==> src/rtl/spi_ram_pkg.sv <==
// spi_ram_pkg: op codes, master states and widths shared
// by the SPI/RAM master and the slave wrapper.
`timescale 1ns/1ps
package spi_ram_pkg;

   localparam int FRAME_W = 10;
   localparam int DATA_W  = 8;

   typedef enum logic [1:0] {
      OP_WR_ADDR = 2'b00,
      OP_WR_DATA = 2'b01,
      OP_RD_ADDR = 2'b10,
      OP_RD_DATA = 2'b11
   } spi_op_e;

   typedef enum logic [2:0] {
      ST_IDLE,
      ST_SEL,
      ST_CMD,
      ST_SHIFT,
      ST_HOLD,
      ST_WAIT,
      ST_READ,
      ST_GAP
   } mst_state_e;

endpackage

==> src/rtl/spi_ram_master.sv <==
// spi_ram_master: turns host ops into SPI/RAM frames and
// collects the read byte returned on MISO.
`timescale 1ns/1ps
module spi_ram_master
   import spi_ram_pkg::*;
#(
   parameter int RD_LAT   = 3,
   parameter int END_HOLD = 2,
   parameter int IDLE_GAP = 1
) (
   input  logic              clk,
   input  logic              rst_n,
   input  logic              req_valid,
   output logic              req_ready,
   input  logic [1:0]        req_op,
   input  logic [DATA_W-1:0] req_data,
   output logic              rsp_valid,
   output logic [DATA_W-1:0] rsp_data,
   output logic              rsp_err,
   output logic              busy,
   output logic              SS_n,
   output logic              MOSI,
   input  logic              MISO
);

   localparam int CNT_W = 8;
   localparam logic [CNT_W-1:0] C_HOLD = CNT_W'(END_HOLD);
   localparam logic [CNT_W-1:0] C_WAIT = CNT_W'(RD_LAT - 1);
   localparam logic [CNT_W-1:0] C_GAP  = CNT_W'(IDLE_GAP - 1);
   localparam logic [CNT_W-1:0] C_BITS = CNT_W'(FRAME_W - 2);
   localparam logic [CNT_W-1:0] C_RDB  = CNT_W'(DATA_W);

   mst_state_e         r_state, w_state_nxt;
   logic [FRAME_W-1:0] r_frame, w_frame_nxt;
   logic [CNT_W-1:0]   r_cnt, w_cnt_nxt;
   logic [DATA_W-1:0]  r_shift, w_shift_nxt;
   logic [DATA_W-1:0]  r_rsp_data, w_rsp_data_nxt;
   logic               r_ss_n, w_ss_n_nxt;
   logic               r_mosi, w_mosi_nxt;
   logic               r_rsp_valid, w_rsp_valid_nxt;
   logic               r_rsp_err, w_rsp_err_nxt;
   logic               r_rd_done, w_rd_done_nxt;
   logic               w_ready;
   logic               w_accept;
   spi_op_e            w_op;

   // A finished frame may be followed at once by the next
   // one when the gap count has already run out.
   assign w_ready  = (r_state == ST_IDLE) ||
                     (r_state == ST_GAP && r_cnt == '0);
   assign w_accept = req_valid && w_ready;
   assign w_op     = spi_op_e'(r_frame[FRAME_W-1 -: 2]);

   // State and output registers, cleared by async reset.
   always_ff @(posedge clk or negedge rst_n) begin
      if (!rst_n) begin
         r_state     <= ST_IDLE;
         r_frame     <= '0;
         r_cnt       <= '0;
         r_shift     <= '0;
         r_rsp_data  <= '0;
         r_ss_n      <= 1'b1;
         r_mosi      <= 1'b0;
         r_rsp_valid <= 1'b0;
         r_rsp_err   <= 1'b0;
         r_rd_done   <= 1'b0;
      end else begin
         r_state     <= w_state_nxt;
         r_frame     <= w_frame_nxt;
         r_cnt       <= w_cnt_nxt;
         r_shift     <= w_shift_nxt;
         r_rsp_data  <= w_rsp_data_nxt;
         r_ss_n      <= w_ss_n_nxt;
         r_mosi      <= w_mosi_nxt;
         r_rsp_valid <= w_rsp_valid_nxt;
         r_rsp_err   <= w_rsp_err_nxt;
         r_rd_done   <= w_rd_done_nxt;
      end
   end

   // Frame sequencing: next state and next register values.
   always_comb begin
      w_state_nxt     = r_state;
      w_frame_nxt     = r_frame;
      w_cnt_nxt       = r_cnt;
      w_shift_nxt     = r_shift;
      w_rsp_data_nxt  = '0;
      w_ss_n_nxt      = r_ss_n;
      w_mosi_nxt      = r_mosi;
      w_rsp_valid_nxt = 1'b0;
      w_rsp_err_nxt   = 1'b0;
      w_rd_done_nxt   = r_rd_done;
      unique case (r_state)
         ST_IDLE, ST_GAP: begin
            if (r_state == ST_GAP) begin
               if (r_cnt != '0) w_cnt_nxt = r_cnt - 1'b1;
               else             w_state_nxt = ST_IDLE;
            end
            if (w_accept) begin
               if (req_op == OP_RD_DATA && !r_rd_done) begin
                  w_rsp_valid_nxt = 1'b1;
                  w_rsp_err_nxt   = 1'b1;
                  w_state_nxt     = ST_IDLE;
               end else begin
                  w_frame_nxt = {req_op,
                     (req_op == OP_RD_DATA) ? '0 : req_data};
                  w_ss_n_nxt  = 1'b0;
                  w_mosi_nxt  = 1'b0;
                  w_state_nxt = ST_SEL;
               end
            end
         end
         ST_SEL: begin
            w_mosi_nxt  = r_frame[FRAME_W-1];
            w_state_nxt = ST_CMD;
         end
         ST_CMD: begin
            w_mosi_nxt  = r_frame[FRAME_W-1];
            w_cnt_nxt   = C_BITS;
            w_state_nxt = ST_SHIFT;
         end
         ST_SHIFT: begin
            w_mosi_nxt = r_frame[r_cnt[3:0]];
            if (r_cnt != '0) begin
               w_cnt_nxt = r_cnt - 1'b1;
            end else if (w_op == OP_RD_DATA) begin
               w_cnt_nxt   = C_WAIT;
               w_state_nxt = ST_WAIT;
            end else begin
               w_cnt_nxt   = C_HOLD;
               w_state_nxt = ST_HOLD;
            end
         end
         ST_HOLD: begin
            w_mosi_nxt = 1'b0;
            if (r_cnt != '0) begin
               w_cnt_nxt = r_cnt - 1'b1;
            end else begin
               w_ss_n_nxt      = 1'b1;
               w_rsp_valid_nxt = 1'b1;
               w_cnt_nxt       = C_GAP;
               w_state_nxt     = ST_GAP;
               if (w_op == OP_RD_ADDR) w_rd_done_nxt = 1'b1;
            end
         end
         ST_WAIT: begin
            w_mosi_nxt = 1'b0;
            if (r_cnt != '0) begin
               w_cnt_nxt = r_cnt - 1'b1;
            end else begin
               w_cnt_nxt   = '0;
               w_state_nxt = ST_READ;
            end
         end
         ST_READ: begin
            w_mosi_nxt = 1'b0;
            if (r_cnt != C_RDB) begin
               w_shift_nxt = {r_shift[DATA_W-2:0], MISO};
               w_cnt_nxt   = r_cnt + 1'b1;
            end else begin
               w_ss_n_nxt      = 1'b1;
               w_rsp_valid_nxt = 1'b1;
               w_rsp_data_nxt  = r_shift;
               w_rd_done_nxt   = 1'b0;
               w_cnt_nxt       = C_GAP;
               w_state_nxt     = ST_GAP;
            end
         end
      endcase
   end

   assign req_ready = w_ready;
   assign busy      = (r_state != ST_IDLE);
   assign rsp_valid = r_rsp_valid;
   assign rsp_err   = r_rsp_err;
   assign rsp_data  = r_rsp_data;
   assign SS_n      = r_ss_n;
   assign MOSI      = r_mosi;

endmodule

==> config.mk <==
export PLATFORM = sky130hd
export DESIGN_NAME = spi_ram_master
export DESIGN_NICKNAME = d
export VERILOG_FILES = /design/src/rtl/spi_ram_pkg.sv /design/src/rtl/spi_ram_master.sv
export SDC_FILE = /design/constraint.sdc
export NUM_CORES = 1
export LEC_CHECK = 0
export ABC_AREA = 1
export CORE_UTILIZATION = 55
export CTS_CLUSTER_DIAMETER = 50
export DETAILED_ROUTE_END_ITERATION = 8
export GPL_ROUTABILITY_DRIVEN = 0
export PLACE_DENSITY = 0.79
export SETUP_SLACK_MARGIN = 0.2
export SYNTH_ARGS = -nofsm -noshare
export SYNTH_HDL_FRONTEND = slang
export SYNTH_SLANG_ARGS = --single-unit
==> constraint.sdc <==
create_clock -name clk -period 2.3 [get_ports clk]
set_clock_uncertainty 0.2 [all_clocks]
set_input_delay 0.575 -clock clk [delete_from_list [all_inputs] [get_ports clk]]
set_output_delay 0.575 -clock clk [all_outputs]
set_load 0.005 [all_outputs]
==> Word level (Yosys, flattened, before mapping) <==
Cells that the tools add are included.
{ "totals": {"register_bits": 42, "output_inout_bits": 14, "elab_cells": 96} }
{ "classes": {"addsub": 2, "magnitude_cmp": 1, "n_eq_ne": 22, "mux": 37, "bitwise": 1, "reduce_logical": 23} }
{ "ops": {"columns": ["cell", "n"], "rows": [
  ["two-way mux 8 bit", 8],
  ["one-hot mux 8 bit (5 select lines)", 1],
  ["two-way mux 3 bit", 7],
  ["one-hot mux 3 bit (7 select lines)", 1],
  ["inequality test 2 bit (second input constant)", 9],
  ["two-way mux 1 bit", 15],
  ["== test 3 bit (second input constant)", 4],
  ["adder 8 x 1 -> 8 bit (second input constant)", 1],
  ["zero test 8 bit", 1],
  ["inequality test 8 x 4 -> 1 bit (second input constant)", 1],
  ["nonzero test 8 bit", 1],
  ["subtractor 8 x 1 -> 8 bit (second input constant)", 1],
  ["== test 2 bit (second input constant)", 3],
  ["== test 3 x 2 -> 1 bit (second input constant)", 2],
  ["inequality test 3 bit (second input constant)", 2],
  ["one-hot mux 1 bit (3 select lines)", 2],
  ["AND reduction 3 bit", 2],
  ["AND reduction 6 bit", 1],
  ["nonzero test 3 bit", 2],
  ["OR reduction 2 bit", 3],
  ["less-than comparator 4 x 5 -> 1 bit (second input constant)", 1],
  ["AND reduction 5 bit", 1],
  ["nonzero test 5 bit", 1],
  ["binary-select mux 1 bit (select 4 bit)", 1],
  ["12 further kinds", 15]
]} }

==> Logic depth before layout (Yosys ltp) <==
Gate-level depths: netlist (run 1).
{ "logic_depth": {"ltp_word": 6, "ltp_mapped": 13, "depth_no_buf": 11} }

==> Worst setup path after synthesis (run 1) <==
No wires, ideal clock.
{ "synth_path": {"path_kind": "register to output", "start": "register r_cnt[0]", "end": "output port req_ready", "t_arrival_ns": 1.299, "setup_slack_ns": 0.226, "path_stages_with_launch": 8, "n_path_buf": 1, "path_cell_list": "dfrtp_1 buf_2 inv_1 ha_1 inv_1 nor2_1 nand3_2 nand2_2"} }
{ "synth_via": {"elab_chain_len": 3} }
{ "synth_lines": {"columns": ["element", "line", "rtl"], "rows": [
  ["from (decl)", "spi_ram_master.sv:35", "logic [CNT_W-1:0] r_cnt, w_cnt_nxt;"],
  ["from (signal assigned)", "spi_ram_master.sv:70", "r_cnt <= w_cnt_nxt;"],
  ["zero test 8 bit", "spi_ram_master.sv:50", "(r_state == ST_GAP && r_cnt == '0);"],
  ["logical AND 1 bit", "spi_ram_master.sv:50", null],
  ["logical OR 1 bit", "spi_ram_master.sv:49", "assign w_ready = (r_state == ST_IDLE) ||"],
  ["to (decl)", "spi_ram_master.sv:14", "output logic req_ready,"]
]} }
No other way between the ends.

==> Worst setup path after layout (run 1) <==
{ "layout_path": {"start": "register r_cnt[4]", "end": "output port req_ready"} }
The elaborated chain is that of the path after synthesis.

==> flow_summary.yaml, run 1 <==
synth:
  syn_area_mm2: 0.00236
  synthDominantCellAreaShare_pct: 43.4
  synth.ff_latch_count: 42
  avgSynthCellArea_um2: 7.82
  yosys.area.top_type: "dfrtp_1"
  synthArstFlopShare_pct: 100
  synth_cells: 302
  synth_cell_types: 34
  yosys-top-cells-area: "dfrtp_1, nand2_1, nor2_1"
  synthFlopType: "dfrtp_1"
  ys_warn_count: 0
  syn_nets: 319
  yosysSeqAreaShare_pct: 44.5
  synth_edf_count: 0
routing:
  drt-pass1-iter-count: 4
  drt_iter0_markers: 135
  vias: 2214
  route.detailed.drc: 0
  postRouteAntennaNets: 0
  wl_per_cell_um: 14.3
  wirelength_mm: 5.83
  viasPerCell: 5.44
sta:
  worst_pin_slew_ns: 0.538
  relSlewSlack_pct: 64.0
  rsz0062_at_grt: "yes"
  fin_ws_ns: 0.126
  finalHoldViolations: 0
  setup_tns_ns: 0
  min_period_over_period_pct: 94.5
  period_needed_ns: 2.17
  setup-violations-final: 0
  drv_slew: 0
  max_freq_mhz: 460
floorplan:
  fp-row-count: 23
  dieWidth_um: 67.5
  fp.dieArea_mm2: 0.00456
  core_mm2: 0.00406
  die_h_um: 67.5
  initial_core_util_pct: 58.2
  ios: 28
global_routing:
  grt_max_degree: 24
  gr-total-overflow: 0
  grt_pass1_vias: 2039
  grt_first_pass_wirelength_mm: 9.49
  antenna_found_initial: 0
  grt_use_total_pct: 28.4
power_and_ir_drop:
  powerDensity_mw_per_mm2: 1380
  leakage_nw: 1.42
  vdd_drop_max_v: 0.000785
clock_network:
  path_clk_slew_ns: 0.09
  cts_made_buffers: 5
  worstSkewPairLatency_ns: 0.30
  htree_num_levels: 2
  root_buffer: "clkbuf_8"
  cts_tree: "done"
  postCtsHoldBufs: 0
  clkSinkCount: 42
  cts_buffer_depth: 2
flow_run:
  drv_cap: 0
worst_hold_path:
  hp-class: "input pin to async pin"
setup_path:
  critPathMaxStageDelay_ns: 0.43
  slowest_stage: "dfrtp_1"
  crit_required_ns: 1.52
  crit_chain: "nor2_2 -> nand2_2 -> inv_1 -> nand3_2 -> nand2_2 -> buf_2"
  path_max_fanout: 5
  start_kind: "flip-flop"
  critPathKind: "flip-flop to primary output"
  timing.critical_path.mode_cell: "nand2_2"
  end_kind: "primary output"
  worstPathArrival_ns: 1.40
place:
  dp_hpwl_mm: 3.98
  pre_cts_ws_ns: 0.00334
  port_buffers: 27
outcome:
  status: "completed"
finish:
  drive_gt1_share_pct: 24.1
  area_growth_pct: 27.7
  layout_common_cells: "nand2_1, dfrtp_1, nor2_1"
  antenna_cells: 0
  final_common_cell: "nand2_1"
  layout.nets: 373
==> worst paths after layout <==
path                            depth (start not counted)     start         end  slack (ns)
worst max-delay path                                    6  r_cnt[4]   req_ready        0.13
worst min-delay path                                    1     rst_n  r_shift[5]        0.02
worst max register to register                         13  r_cnt[0]    r_cnt[6]        0.19
worst min register to register                          2      SS_n        SS_n        0.28
max in group asynchronous                               2     rst_n    r_cnt[6]        1.38
min in group clk                                        2      SS_n        SS_n        0.28
==> power by group <==
| part | switching, mW | internal (mW) | leakage (nW) |
|---|---|---|---|
| Combinational | 1.42 | 0.949 | 0.827 |
| Clock | 0.275 | 0.325 | 0.0585 |
| Sequential | 0.181 | 1.01 | 0.535 |
==> area by class of cell <==
| class | count | area [µm²] |
|---|---|---|
| multi-input combinational | 212 | 1150 |
| inverter | 41 | 161 |
| fill | 308 | 1040 |
| sequential | 42 | 1060 |
| clock buffer | 5 | 68.8 |
| timing repair buffer | 54 | 477 |
| clock inverter | 3 | 43.8 |
| tap | 50 | 62.6 |
==> kinds of logic after synthesis <==
| group | after synthesis | share of synthesized area (%) |
|---|---|---|
| XOR/XNOR | 5 | 1.85 |
| AO/OA/AOI/OAI | 54 | 13.9 |
| adder cells (fa/ha/maj) | 3 | 1.59 |
| AND/OR/NAND/NOR | 150 | 28.8 |
| buffers and inverters | 48 | 9.32 |
| flip-flops | 42 | 44.5 |
==> state kept, by name, summed over array words and instances (netlist names) <==
name       flops
SS_n           1
r_cnt          8
rsp_err        1
rsp_data       8
r_frame       10
r_rd_done      1
r_state        3
r_shift        8
MOSI           1
rsp_valid      1
==> Yosys cell counts, types with 2 or more instances <==
| master | count |
|---|---|
| nand4_1 | 4 |
| buf_6 | 4 |
| nand2_1 | 71 |
| a21oi_1 | 9 |
| nor2_1 | 37 |
| o21ai_1 | 6 |
| nor2_2 | 5 |
| nor2_4 | 2 |
| nand3_4 | 2 |
| dfrtp_1 | 41 |
| nand3_1 | 18 |
| inv_1 | 31 |
| nor3_1 | 4 |
| a21boi_1 | 3 |
| nand3_2 | 2 |
| o21ai_2 | 7 |
| o211ai_1 | 2 |
| o21ai_0 | 20 |
| nand2_2 | 5 |
| ha_1 | 3 |
| inv_2 | 7 |
| buf_2 | 2 |
| xor2_1 | 5 |
| a22oi_1 | 2 |
==> worst max-delay path, delay by kind of cell, from the launching register on <==
family | cells | cell delay (ns)
buffers and inverters | 2 | 0.22
flip-flops | 1 | 0.43
AND/OR/NAND/NOR | 4 | 0.44
==> per-layer routing <==
metal / track usage [%] / share of wire, % / vias to the layer above
li1: - / - / 1077
met5: 0 / 0 / -
met3: 5.57 / 6.0 / 17
met2: 46.5 / 49 / 73
met4: 11.7 / 2.6 / 0
met1: 36.5 / 42 / 1047
==> per-stage QoR <==
step	hold WS [ns]	total power [mW]	instances	instance area (µm²)	utilization, %
after floorplan	0.0794	2.68	302	2360	-
final	0.0212	4.17	407	3020	74.3
after detailed placement	0.258	3.26	388	2760	68.1
after global routing	0.0469	4.48	407	3020	74.3
after CTS	0.0400	3.98	405	2950	72.8
after global placement	0.261	3.19	388	2760	68.1
==> repair_timing <==
item                                    in CTS  in global routing
resized for setup                           14                 13
endpoints found under the setup margin       3                 15
endpoints found under the hold margin        0                  0
pin swaps                                    4                  6
setup buffers                                9                  2
(Power assumes the default switching activity.)
==> run 2: changes to the inputs <==
==> constraint.sdc (replaced) <==
create_clock -name clk -period 2.65 [get_ports clk]
set_clock_uncertainty 0.2 [all_clocks]
set_input_delay 0.6625 -clock clk [delete_from_list [all_inputs] [get_ports clk]]
set_output_delay 0.6625 -clock clk [all_outputs]
set_load 0.005 [all_outputs]
==> run 2 against run 1 <==
Final area fell by 4.4%. Sequential power fell by 9%. First-iteration DRC count rose by 56%. Worst hold slack improved by 0.087 ns. Global-route usage fell by 2.7 points. Clock power fell by 29%.
==> flow_summary.yaml, run 2 (synthesis results as in run 1) <==
sta:
  period_needed_ns: 2.43
  fin_ws_ns: 0.220
  setup-violations-final: 0
  rsz0062_at_grt: "yes"
  setup_tns_ns: 0
  finalHoldViolations: 0
  worst_pin_slew_ns: 0.505
  min_period_over_period_pct: 91.7
  relSlewSlack_pct: 66.3
  max_freq_mhz: 412
  drv_slew: 0
  whs_ns: 0.108
setup_path:
  path_max_fanout: 3
  start_kind: "flip-flop"
  critPathKind: "flip-flop to primary output"
  crit_required_ns: 1.79
  worstPathArrival_ns: 1.57
  end_kind: "primary output"
finish:
  area_growth_pct: 22.0
  multi_input_area_mm2: 0.00112
  drive_gt1_share_pct: 19.7
  fin_cells: 395
  largest_reg_flops: 10
  regArea_mm2: 0.00106
  antenna_cells: 0
  layout.nets: 361
  final_area_mm2: 0.00288
  final_common_cell: "nand2_1"
  final_util_pct: 71.0
  layout_common_cells: "nand2_1, dfrtp_1, nor2_1"
  fillers: 332
  regMostFlops: "r_frame"
routing:
  viasPerCell: 5.33
  drt-pass1-iter-count: 4
  wirelength_mm: 5.43
  vias: 2104
  drt_iter0_markers: 210
  postRouteAntennaNets: 0
  wl_per_cell_um: 13.7
  route.detailed.drc: 0
power_and_ir_drop:
  leakage_nw: 1.35
  p_sw_mw: 1.58
  vdd_drop_max_v: 0.000808
  power.total_mw: 3.35
  powerDensity_mw_per_mm2: 1160
  power.internal_mw: 1.77
  p_seq_share_pct: 32.2
  switching_share_pct: 47.1
  p_comb_share_pct: 55.1
  pwr-share-clk_pct: 12.7
global_routing:
  grt_use_total_pct: 25.7
  gr-total-overflow: 0
  grt_first_pass_wirelength_mm: 8.56
  grt_pass1_vias: 1875
  antenna_found_initial: 0
  grt_max_degree: 23
clock_network:
  cts_made_buffers: 5
  clkSinkCount: 42
  root_buffer: "clkbuf_8"
  path_clk_slew_ns: 0.09
  htree_num_levels: 2
  worstSkewPairLatency_ns: 0.31
  cts_tree: "done"
  cts_buffer_depth: 2
floorplan:
  ios: 28
  fp.dieArea_mm2: 0.00456
  fp-row-count: 23
  core_mm2: 0.00406
  dieWidth_um: 67.5
  die_h_um: 67.5
  initial_core_util_pct: 58.2
worst_hold_path:
  hp-class: "input pin to async pin"
place:
  dp.cells: 379
  place_area_mm2: 0.00270
  dp_hpwl_mm: 3.79
  pre_cts_ws_ns: 0.132
  port_buffers: 27
outcome:
  status: "completed"
flow_run:
  drv_cap: 0
run 2: cell count changes in the layout (fill, tap and decap cells not counted), moves of 2 or more:
cell,change
buf_4,-11
clkdlybuf4s50_1,+2
inv_2,-2
nand2_2,-2
nand2_4,+2
run 2: worst paths after layout:
| check | start | endpoint | slack [ns] | depth (start not counted) |
|---|---|---|---|---|
| setup / recovery | r_cnt[0] | req_ready | 0.22 | 7 |
| hold / removal | rst_n | r_shift[5] | 0.11 | 1 |
| setup reg to reg | r_cnt[0] | r_state[0] | 0.72 | 11 |
| hold reg to reg | SS_n | SS_n | 0.27 | 2 |
| max in group asynchronous | rst_n | r_cnt[5] | 1.63 | 2 |
| min in group clk | SS_n | SS_n | 0.27 | 2 |
run 2: final cells by class:
cell class                 instances  area share, %
multi-input combinational        212           39.0
sequential                        42           36.7
timing repair buffer              42           13.5
inverter                          41           5.60
clock buffer                       5           2.39
tap                               50           2.17
clock inverter                     3          0.651
run 2: worst max-delay path, cell delays in order (launching register included):
cell           delay, ns
dfrtp_1             0.40
inv_2               0.09
ha_4                0.14
inv_1               0.06
nor2_2              0.14
nand3_2             0.12
nand2_4             0.08
dlygate4sd2_1       0.23
run 2: repair_timing:
item | CTS | global route
setup buffers | 2 | 6
pin swaps | 2 | 2
hold buffers | 0 | 0
endpoints found under the hold margin | 0 | 0
gates resized for setup | 8 | 7
endpoints found under the setup margin | 2 | 2
run 2: routing by layer:
| layer | global-route usage, % | share of wire (%) | up-vias |
|---|---|---|---|
| met5 | 0 | 0 | - |
| met4 | 9.57 | 1.6 | 0 |
| met3 | 5.07 | 5.1 | 9 |
| met2 | 40.5 | 48 | 60 |
| met1 | 34.8 | 45 | 980 |
| li1 | - | - | 1055 |
run 2: power by group through the flow:
| stage | sequential, mW | combinational [mW] | clock (mW) |
|---|---|---|---|
| after floorplan | 1.01 | 1.31 | 0 |
| after global placement | 1.07 | 1.62 | 0 |
| after detailed placement | 1.08 | 1.66 | 0 |
| after CTS | 1.08 | 1.70 | 0.431 |
| after global routing | 1.10 | 2.05 | 0.452 |
| final | 1.08 | 1.84 | 0.426 |
